<file path="src/rtl/vga_color_sequencer.sv">
// vga_color_sequencer: drives the 4-bit CGA colour index in MANUAL, AUTO or BARS mode.
// Optional build macro SEQ_SKIP_BLACK_EN keeps MANUAL/AUTO stepping off index 0.
module vga_color_sequencer #(
  parameter int FRAMES_PER_STEP = 30,
  parameter int BAR_WIDTH       = 40
) (
  input  logic        i_Clk,
  input  logic        i_Reset,
  input  logic        i_Next,
  input  logic        i_Prev,
  input  logic        i_Mode,
  input  logic        i_VSync,
  input  logic [11:0] i_X,
  output logic [3:0]  o_Color,
  output logic [1:0]  o_Mode,
  output logic        o_Frame_Strobe
);

  typedef enum logic [1:0] {
    MODE_MANUAL = 2'd0,
    MODE_AUTO   = 2'd1,
    MODE_BARS   = 2'd2,
    MODE_RSVD   = 2'd3
  } mode_t;

`ifdef SEQ_SKIP_BLACK_EN
  localparam bit SKIP_BLACK = 1'b1;
`else
  localparam bit SKIP_BLACK = 1'b0;
`endif

  localparam logic [7:0]  LAST_FRAME = 8'(FRAMES_PER_STEP - 1);
  localparam logic [11:0] LAST_COL   = 12'(BAR_WIDTH - 1);

  mode_t       r_mode, w_mode;
  logic        r_next_q, r_prev_q, r_mode_q, r_vsync_q;
  logic [3:0]  r_index, w_index;
  logic [7:0]  r_frame_cnt, w_frame_cnt;
  logic [11:0] r_col, w_col;
  logic [3:0]  r_bar, w_bar;
  logic [3:0]  r_color, w_color;
  logic        r_strobe;

  logic w_next_evt, w_prev_evt, w_mode_evt, w_frame_evt;
  logic w_step_up, w_step_dn, w_manual, w_skip, w_auto_step;

  function automatic logic [3:0] step_up(input logic [3:0] idx, input logic skip);
    if (skip && idx == 4'd15) return 4'd1;
    return idx + 4'd1;
  endfunction

  function automatic logic [3:0] step_dn(input logic [3:0] idx, input logic skip);
    if (skip && idx <= 4'd1) return 4'd15;
    return idx - 4'd1;
  endfunction

  assign w_next_evt  = i_Next & ~r_next_q;
  assign w_prev_evt  = i_Prev & ~r_prev_q;
  assign w_mode_evt  = i_Mode & ~r_mode_q;
  assign w_frame_evt = ~i_VSync & r_vsync_q;

  // Mode FSM next state; the reserved encoding falls back to MANUAL
  always_comb begin
    w_mode = r_mode;
    case (r_mode)
      MODE_MANUAL: if (w_mode_evt) w_mode = MODE_AUTO;
      MODE_AUTO:   if (w_mode_evt) w_mode = MODE_BARS;
      MODE_BARS:   if (w_mode_evt) w_mode = MODE_MANUAL;
      default:     w_mode = MODE_MANUAL;
    endcase
  end

  // Index stepping and the AUTO frame counter; a manual step overrides an auto step
  always_comb begin
    w_step_up   = w_next_evt & ~w_prev_evt;
    w_step_dn   = w_prev_evt & ~w_next_evt;
    w_manual    = w_next_evt | w_prev_evt;
    w_skip      = SKIP_BLACK && (r_mode != MODE_BARS);
    w_auto_step = (r_mode == MODE_AUTO) && w_frame_evt && !w_manual &&
                  (r_frame_cnt == LAST_FRAME);

    w_index = r_index;
    if (w_step_up)        w_index = step_up(r_index, w_skip);
    else if (w_step_dn)   w_index = step_dn(r_index, w_skip);
    else if (w_auto_step) w_index = step_up(r_index, w_skip);

    w_frame_cnt = r_frame_cnt;
    if (w_mode != r_mode || w_manual)
      w_frame_cnt = 8'd0;
    else if (r_mode == MODE_AUTO && w_frame_evt)
      w_frame_cnt = (r_frame_cnt == LAST_FRAME) ? 8'd0 : r_frame_cnt + 8'd1;
  end

  // Column/bar tracking: bar for the column currently on i_X, from last column's state
  always_comb begin
    w_col = r_col;
    w_bar = r_bar;
    if (i_X == 12'd0) begin
      w_col = 12'd0;
      w_bar = 4'd0;
    end else if (r_col == LAST_COL) begin
      w_col = 12'd0;
      w_bar = r_bar + 4'd1;
    end else begin
      w_col = r_col + 12'd1;
    end

    w_color = (w_mode == MODE_BARS) ? w_index + w_bar : w_index;
  end

  always_ff @(posedge i_Clk) begin
    if (i_Reset) begin
      r_mode      <= MODE_MANUAL;
      r_next_q    <= 1'b0;
      r_prev_q    <= 1'b0;
      r_mode_q    <= 1'b0;
      r_vsync_q   <= 1'b1;
      r_index     <= 4'd0;
      r_frame_cnt <= 8'd0;
      r_col       <= 12'd0;
      r_bar       <= 4'd0;
      r_color     <= 4'd0;
      r_strobe    <= 1'b0;
    end else begin
      r_mode      <= w_mode;
      r_next_q    <= i_Next;
      r_prev_q    <= i_Prev;
      r_mode_q    <= i_Mode;
      r_vsync_q   <= i_VSync;
      r_index     <= w_index;
      r_frame_cnt <= w_frame_cnt;
      r_col       <= w_col;
      r_bar       <= w_bar;
      r_color     <= w_color;
      r_strobe    <= w_frame_evt;
    end
  end

  assign o_Color        = r_color;
  assign o_Mode         = r_mode;
  assign o_Frame_Strobe = r_strobe;

endmodule

</file>
<file path="config.mk">
export PLATFORM = sky130hd
export DESIGN_NAME = vga_color_sequencer
export DESIGN_NICKNAME = d
export VERILOG_FILES = /design/src/rtl/vga_color_sequencer.sv
export SDC_FILE = /design/constraint.sdc
export NUM_CORES = 1
export LEC_CHECK = 0
export CORE_MARGIN = 1.5
export CORE_UTILIZATION = 50
export DETAILED_ROUTE_END_ITERATION = 8
export HOLD_SLACK_MARGIN = 0.1
export PLACE_DENSITY = 0.84
export SYNTH_ARGS = -nofsm -noshare
export SYNTH_HDL_FRONTEND = slang
export SYNTH_SLANG_ARGS = --single-unit
</file>
<file path="constraint.sdc">
create_clock -name i_Clk -period 5.11 [get_ports i_Clk]
set_clock_uncertainty 0.1 [all_clocks]
set_input_delay 1.533 -clock i_Clk [delete_from_list [all_inputs] [get_ports i_Clk]]
set_output_delay 1.533 -clock i_Clk [all_outputs]
set_load 0.005 [all_outputs]
</file>
==> results of run 1 <==
==> power by group through the flow <==
stage | Clock, W | Sequential, W | Combinational [W]
final | 0.000199 | 0.000329 | 0.0000949
after global placement | 0 | 0.000335 | 0.0000914
after global routing | 0.000220 | 0.000331 | 0.000106
after floorplan | 0 | 0.000334 | 0.0000570
after CTS | 0.000204 | 0.000329 | 0.0000955
after detailed placement | 0 | 0.000335 | 0.0000937
==> Yosys cell counts (all sizes together) <==
library cell  number
a21oi             10
xnor2              9
inv                8
and3               7
or2                2
nand4bb            1
buf                1
nor3               8
a221oi             1
fa                 1
nor2b              6
nor4               5
a31oi              1
xor2              13
nor3b              2
ha                 9
dfxtp             39
or3                7
nand3              6
and2b              2
a21boi             1
nand2b             3
o21a               1
or2b               2
a32oi              1
nor2              29
mux2i              2
mux2               2
clkbuf             4
or4b               1
o21ai              4
nand4              7
nand2             13
and2               1
o31ai              1
a21o               1
==> final timing paths <==
kind / to / startpoint / slack, ns / cells after the start
hold reg to reg: r_col[0]$_SDFF_PP0_ / r_col[0]$_SDFF_PP0_ / 0.35 / 1
setup reg to reg: o_Color[3]$_SDFF_PP0_ / r_frame_cnt[2]$_SDFFE_PP0P_ / 1.78 / 11
setup / recovery: o_Color[3]$_SDFF_PP0_ / i_VSync / 0.61 / 12
hold / removal: r_col[0]$_SDFF_PP0_ / r_col[0]$_SDFF_PP0_ / 0.35 / 1
==> per-layer routing <==
layer	up-vias	GRT usage, %	share of wire, %
met3	6	5.90	5.0
met2	32	29.2	44
met4	0	8.24	1.9
li1	777	-	-
met5	-	0	0
met1	680	23.1	49
==> critical path, cell delays in order <==
cell	delay, ns
clkdlybuf4s50_1	0.45
nand4bb_1	0.33
or3_4	0.48
or3_1	0.36
and3_4	0.20
inv_1	0.06
ha_1	0.22
a21o_1	0.18
a21oi_1	0.18
nor3_1	0.06
nor3_1	0.19
mux2_2	0.35
==> layout make-up <==
| cell class | instances | share of cell area, % |
|---|---|---|
| flip-flops and latches | 39 | 34.8 |
| repair buffers | 24 | 10.7 |
| clock inverters | 1 | 0.223 |
| clock buffers | 7 | 3.40 |
| inverters | 8 | 1.34 |
| multi-input cells | 159 | 46.8 |
| well taps | 48 | 2.68 |
==> flip-flops by register name, indices dropped and copies added (netlist names) <==
name and flops:
r_mode_q 1, r_vsync_q 1, r_index 4, r_col 12
r_frame_cnt 8, o_Frame_Strobe 1, r_bar 4, r_prev_q 1
o_Color 4, r_next_q 1, o_Mode 2
==> per-stage QoR <==
step                      power, W  util (%)  area, µm²  cells  setup slack, ns
final                     0.000623      61.7       2240    286            0.607
after global routing      0.000657      61.7       2240    286            0.404
after CTS                 0.000629      61.7       2240    286            0.604
after detailed placement  0.000429      59.5       2160    278            0.317
after global placement    0.000426      59.5       2160    278            0.358
after floorplan           0.000391         -       1890    211            0.953
==> cell families after synthesis <==
kind of cell	Yosys count
AO/OA/AOI/OAI	21
XOR/XNOR	22
adder cells (fa/ha/maj)	10
buffers and inverters	13
flip-flops	39
multiplexers	4
AND/OR/NAND/NOR	102
==> flow_summary.toml, run 1 <==
[run_status]
status = "complete, no violations"

[layout]
seq_area_um2 = 781
synthToLayoutAreaGrowth_pct = 18.8
final_nets = 265
drive_above_1_share_pct = 7.56
multi_input_area_mm2 = 0.00105
final.fill_count = 335
layout_common_cells = "dfxtp_1, nor2_1, clkdlybuf4s50_1, nand2_1, xor2_1"
diodes = 0
layout_commonest_cell = "dfxtp_1"

[timing]
hold_viol = 0
report.final.setup_viol = 0
slew_headroom_pct = 51.2
worst_pin_slew_ns = 0.729
whs_ns = 0.354
period_needed_ns = 4.50
fmaxAchievable_mhz = 222
post-route-period-util_pct = 88.1
drv_slew = 0
rsz0062_at_grt = "false"
setup_tns_ns = 0

[clocking]
clk_latency_ns = 0.29
cts_buffer_depth = 2
cts_hold_buffers = 0
cts_buffers = 5
cts.root.buffer_cell = "clkbuf_8"
ctsResizeCount = 0
clock-sinks = 39
cts_tree = "done"
clk_pin_slew_worst_paths_ns = 0.07
post-cts-setup-buffer-count = 0
htree_levels = 2

[synth]
synthDistinctLibCells = 41
syn_area_per_cell_um2 = 8.94
synth-compound-area-share_pct = 6.76
synth_area_leaders = "dfxtp_1, xor2_1, ha_1"
synth-xor-area-share_pct = 10.2
yosys.area.top_type = "dfxtp_1"
synth_simple_gate_area_share_pct = 29.4
synthAdderAreaFrac_pct = 7.03
synth_mux_area_share_pct = 2.25
ys_seq_elements = 39
synth_fp_nets = 239
synth_top_family_by_area = "simple AND/OR/NAND/NOR gates"
syn-instance-count = 211
synth_seq_area_share_pct = 41.4
synth.top_cell.area_share_pct = 41.4
netlist_area_mm2 = 0.00189
synth_warnings = 0

[power_and_ir_drop]
intPower_w = 0.000466
leakagePower_nw = 0.859
p_seq_share_pct = 52.8
clock_power_share_pct = 32.0
p_sw_w = 0.000157
p_comb_share_pct = 15.2
peakVddDrop_v = 0.000143
powerDensity_mw_per_mm2 = 278
p_sw_share_pct = 25.1

[critical_path]
crit_fanout = 5
critPathRequiredTime_ns = 5.19
critPathKind = "in -> reg"
end_kind = "flip-flop"
arrival_ns = 4.59
start_kind = "input pin"

[route]
dr.pass1.iters = 4
wl_per_cell_um = 11.7
vias = 1495
wl_mm = 3.34
drcViolationCount = 0
drt-initial-drc-count = 71
postRouteAntennaNets = 0
via_per_inst = 5.23

[die]
start_util_pct = 51.9
die_area_mm2 = 0.00415
die-height_um = 64.4
pin_count = 25
die_w_um = 64.4
core_area_mm2 = 0.00363
rows = 22

[place]
gp_congestion = 0.802
dp_hpwl_mm = 2.38
io_buffers = 24

[global_routing]
grt_pass1_vias = 1405
grt_max_degree = 22
overflow = 0
grt_pass1_wl_mm = 5.95
antenna_found_initial = 0
track_usage_pct = 18.5

[hold_path]
hold_path.class = "reg -> reg"

[run]
maxCapViolations = 0
(Power assumes the default switching activity.)
==> run 2, diff against run 1 <==
--- a/config.mk
+++ b/config.mk
@@ -5,7 +5,8 @@
 export SDC_FILE = /design/constraint.sdc
 export NUM_CORES = 1
 export LEC_CHECK = 0
-export CORE_MARGIN = 1.5
+export ABC_CLOCK_PERIOD_IN_PS = 5110
+export CORE_MARGIN = 5
 export CORE_UTILIZATION = 50
 export DETAILED_ROUTE_END_ITERATION = 8
 export HOLD_SLACK_MARGIN = 0.1
==> flow_summary.toml, run 2 (synthesized netlist as in run 1, its figures left out) <==
[run_status]
status = "complete, no violations"

[route]
drt-initial-drc-count = 68
wl_mm = 3.60
via_per_inst = 5.29
drcViolationCount = 0
postRouteAntennaNets = 0
dr.pass1.iters = 4
wl_per_cell_um = 12.7
vias = 1501

[layout]
largest_reg_flops = 12
multi_input_area_mm2 = 0.00105
layout_commonest_cell = "dfxtp_1"
synthToLayoutAreaGrowth_pct = 18.4
drive_above_1_share_pct = 7.20
diodes = 0
final.fill_count = 313
reg_top3 = "r_col (12), r_frame_cnt (8)"
largest_register = "r_col"
layout_common_cells = "dfxtp_1, nor2_1, clkdlybuf4s50_1, nand2_1, xor2_1"
final_nets = 265
seq_area_um2 = 781

[clocking]
cts_hold_buffers = 0
ctsResizeCount = 0
htree_levels = 2
cts_buffer_depth = 2
clk_latency_ns = 0.29
cts.root.buffer_cell = "clkbuf_8"
cts_buffers = 5
clock-sinks = 39
clk_pin_slew_worst_paths_ns = 0.07
post-cts-setup-buffer-count = 0
cts_tree = "done"

[place]
gp_congestion = 0.763
io_buffers = 24
pre_cts_ws_ns = 0.287
dp_hpwl_mm = 2.62

[critical_path]
end_kind = "flip-flop"
critPathKind = "in -> reg"
startpoint = "i_VSync"
cp_cell_sequence = "clkdlybuf4s50_1 -> nand4bb_1 -> or3_4 -> or3_1 -> and3_4 -> inv_1 -> ha_1 -> a21o_1 -> a21oi_1 -> nor3_1 -> nor3_1 -> mux2_2"
critPathRequiredTime_ns = 5.19
cp.buffers_inverters = 2
crit_fanout = 5
arrival_ns = 4.61
critPathTopFamily = "simple AND/OR/NAND/NOR gates"
cpMostUsedCell = "nor3_1"
rr_startpoint = "r_frame_cnt[2]$_SDFFE_PP0P_"
worst_path_max_delay_cell = "clkdlybuf4s50_1"
max_stage_delay_ns = 0.47
start_kind = "input pin"

[timing]
rsz0062_at_grt = "false"
worst_pin_slew_ns = 0.756
period_needed_ns = 4.52
hold_viol = 0
drv_slew = 0
fmaxAchievable_mhz = 221
layout_setup_ws_ns = 0.587
setup_tns_ns = 0
post-route-period-util_pct = 88.5
slew_headroom_pct = 49.4
report.final.setup_viol = 0

[die]
pin_count = 25
rows = 22
die_w_um = 71.4
start_util_pct = 51.5
die_area_mm2 = 0.00510
core_area_mm2 = 0.00366
die-height_um = 71.4

[global_routing]
track_usage_pct = 15.1
grt_max_degree = 22
overflow = 0
antenna_found_initial = 0
grt_pass1_wl_mm = 6.05
grt_pass1_vias = 1467

[hold_path]
worstHoldStart = "r_col[0]$_SDFF_PP0_"
hold_path.class = "reg -> reg"

[power_and_ir_drop]
leakagePower_nw = 0.854
peakVddDrop_v = 0.000124
powerDensity_mw_per_mm2 = 275

[run]
maxCapViolations = 0
-- run 2: changes by cell type in the layout (fill, tap and decap cells not counted) --
cell,change
clkbuf_1,-1
clkinv_2,-1
-- run 2: through the flow --
step / utilization [%] / total power (W) / instance area (µm²) / std cells / hold WS (ns)
after global placement: 59.0 / 0.000426 / 2160 / 278 / 0.330
final: 61.0 / 0.000613 / 2230 / 284 / 0.350
after detailed placement: 59.0 / 0.000429 / 2160 / 278 / 0.343
after CTS: 61.0 / 0.000621 / 2230 / 284 / 0.354
after global routing: 61.0 / 0.000644 / 2230 / 284 / 0.377
after floorplan: - / 0.000391 / 1890 / 211 / 0.318
-- run 2: area by class of cell --
type / instances / share of cell area, %
tap: 48 / 2.69
multi-input combinational: 159 / 47.0
timing repair buffer: 24 / 10.8
sequential: 39 / 35.0
inverter: 8 / 1.34
clock buffer: 6 / 3.25
-- run 2: path summary, 6_finish.rpt --
path / end / slack, ns / cells past startpoint
worst max-delay path: o_Color[3]$_SDFF_PP0_ / 0.59 / 12
worst min-delay path: r_col[0]$_SDFF_PP0_ / 0.35 / 1
worst max register to register: o_Color[3]$_SDFF_PP0_ / 1.79 / 11
worst min register to register: r_col[0]$_SDFF_PP0_ / 0.35 / 1
-- run 2: power by group --
| part | switching, W | leakage (nW) | internal (W) |
|---|---|---|---|
| Combinational | 0.0000415 | 0.499 | 0.0000520 |
| Sequential | 0.0000102 | 0.318 | 0.000319 |
| Clock | 0.0000998 | 0.0371 | 0.0000909 |
-- run 2: worst reg2reg max path: stages, from the launching register on --
cell and delay, ns:
dfxtp_1 0.41, or4b_4 0.51, or3_4 0.40, or3_1 0.35, and3_4 0.20, inv_1 0.06
ha_1 0.23, a21o_1 0.18, a21oi_1 0.18, nor3_1 0.06, nor3_1 0.19, mux2_2 0.35
-- run 2: layer usage --
metal  routed length, µm  part of all wire [%]  global-route usage (%)
met4                 107                   3.0                    8.77
met2                1720                    48                    25.6
met3                 150                   4.2                    5.05
met5                   0                     0                       0
met1                1630                    45                    16.4
==> run 3, diff against run 2 <==
--- a/config.mk
+++ b/config.mk
@@ -6,11 +6,13 @@
 export NUM_CORES = 1
 export LEC_CHECK = 0
 export ABC_CLOCK_PERIOD_IN_PS = 5110
+export CAP_MARGIN = 20
 export CORE_MARGIN = 5
 export CORE_UTILIZATION = 50
 export DETAILED_ROUTE_END_ITERATION = 8
 export HOLD_SLACK_MARGIN = 0.1
 export PLACE_DENSITY = 0.84
+export SLEW_MARGIN = 10
 export SYNTH_ARGS = -nofsm -noshare
 export SYNTH_HDL_FRONTEND = slang
 export SYNTH_SLANG_ARGS = --single-unit
==> results of run 3 <==
The final DEF is identical to that of run 2; final timing and power are the same.
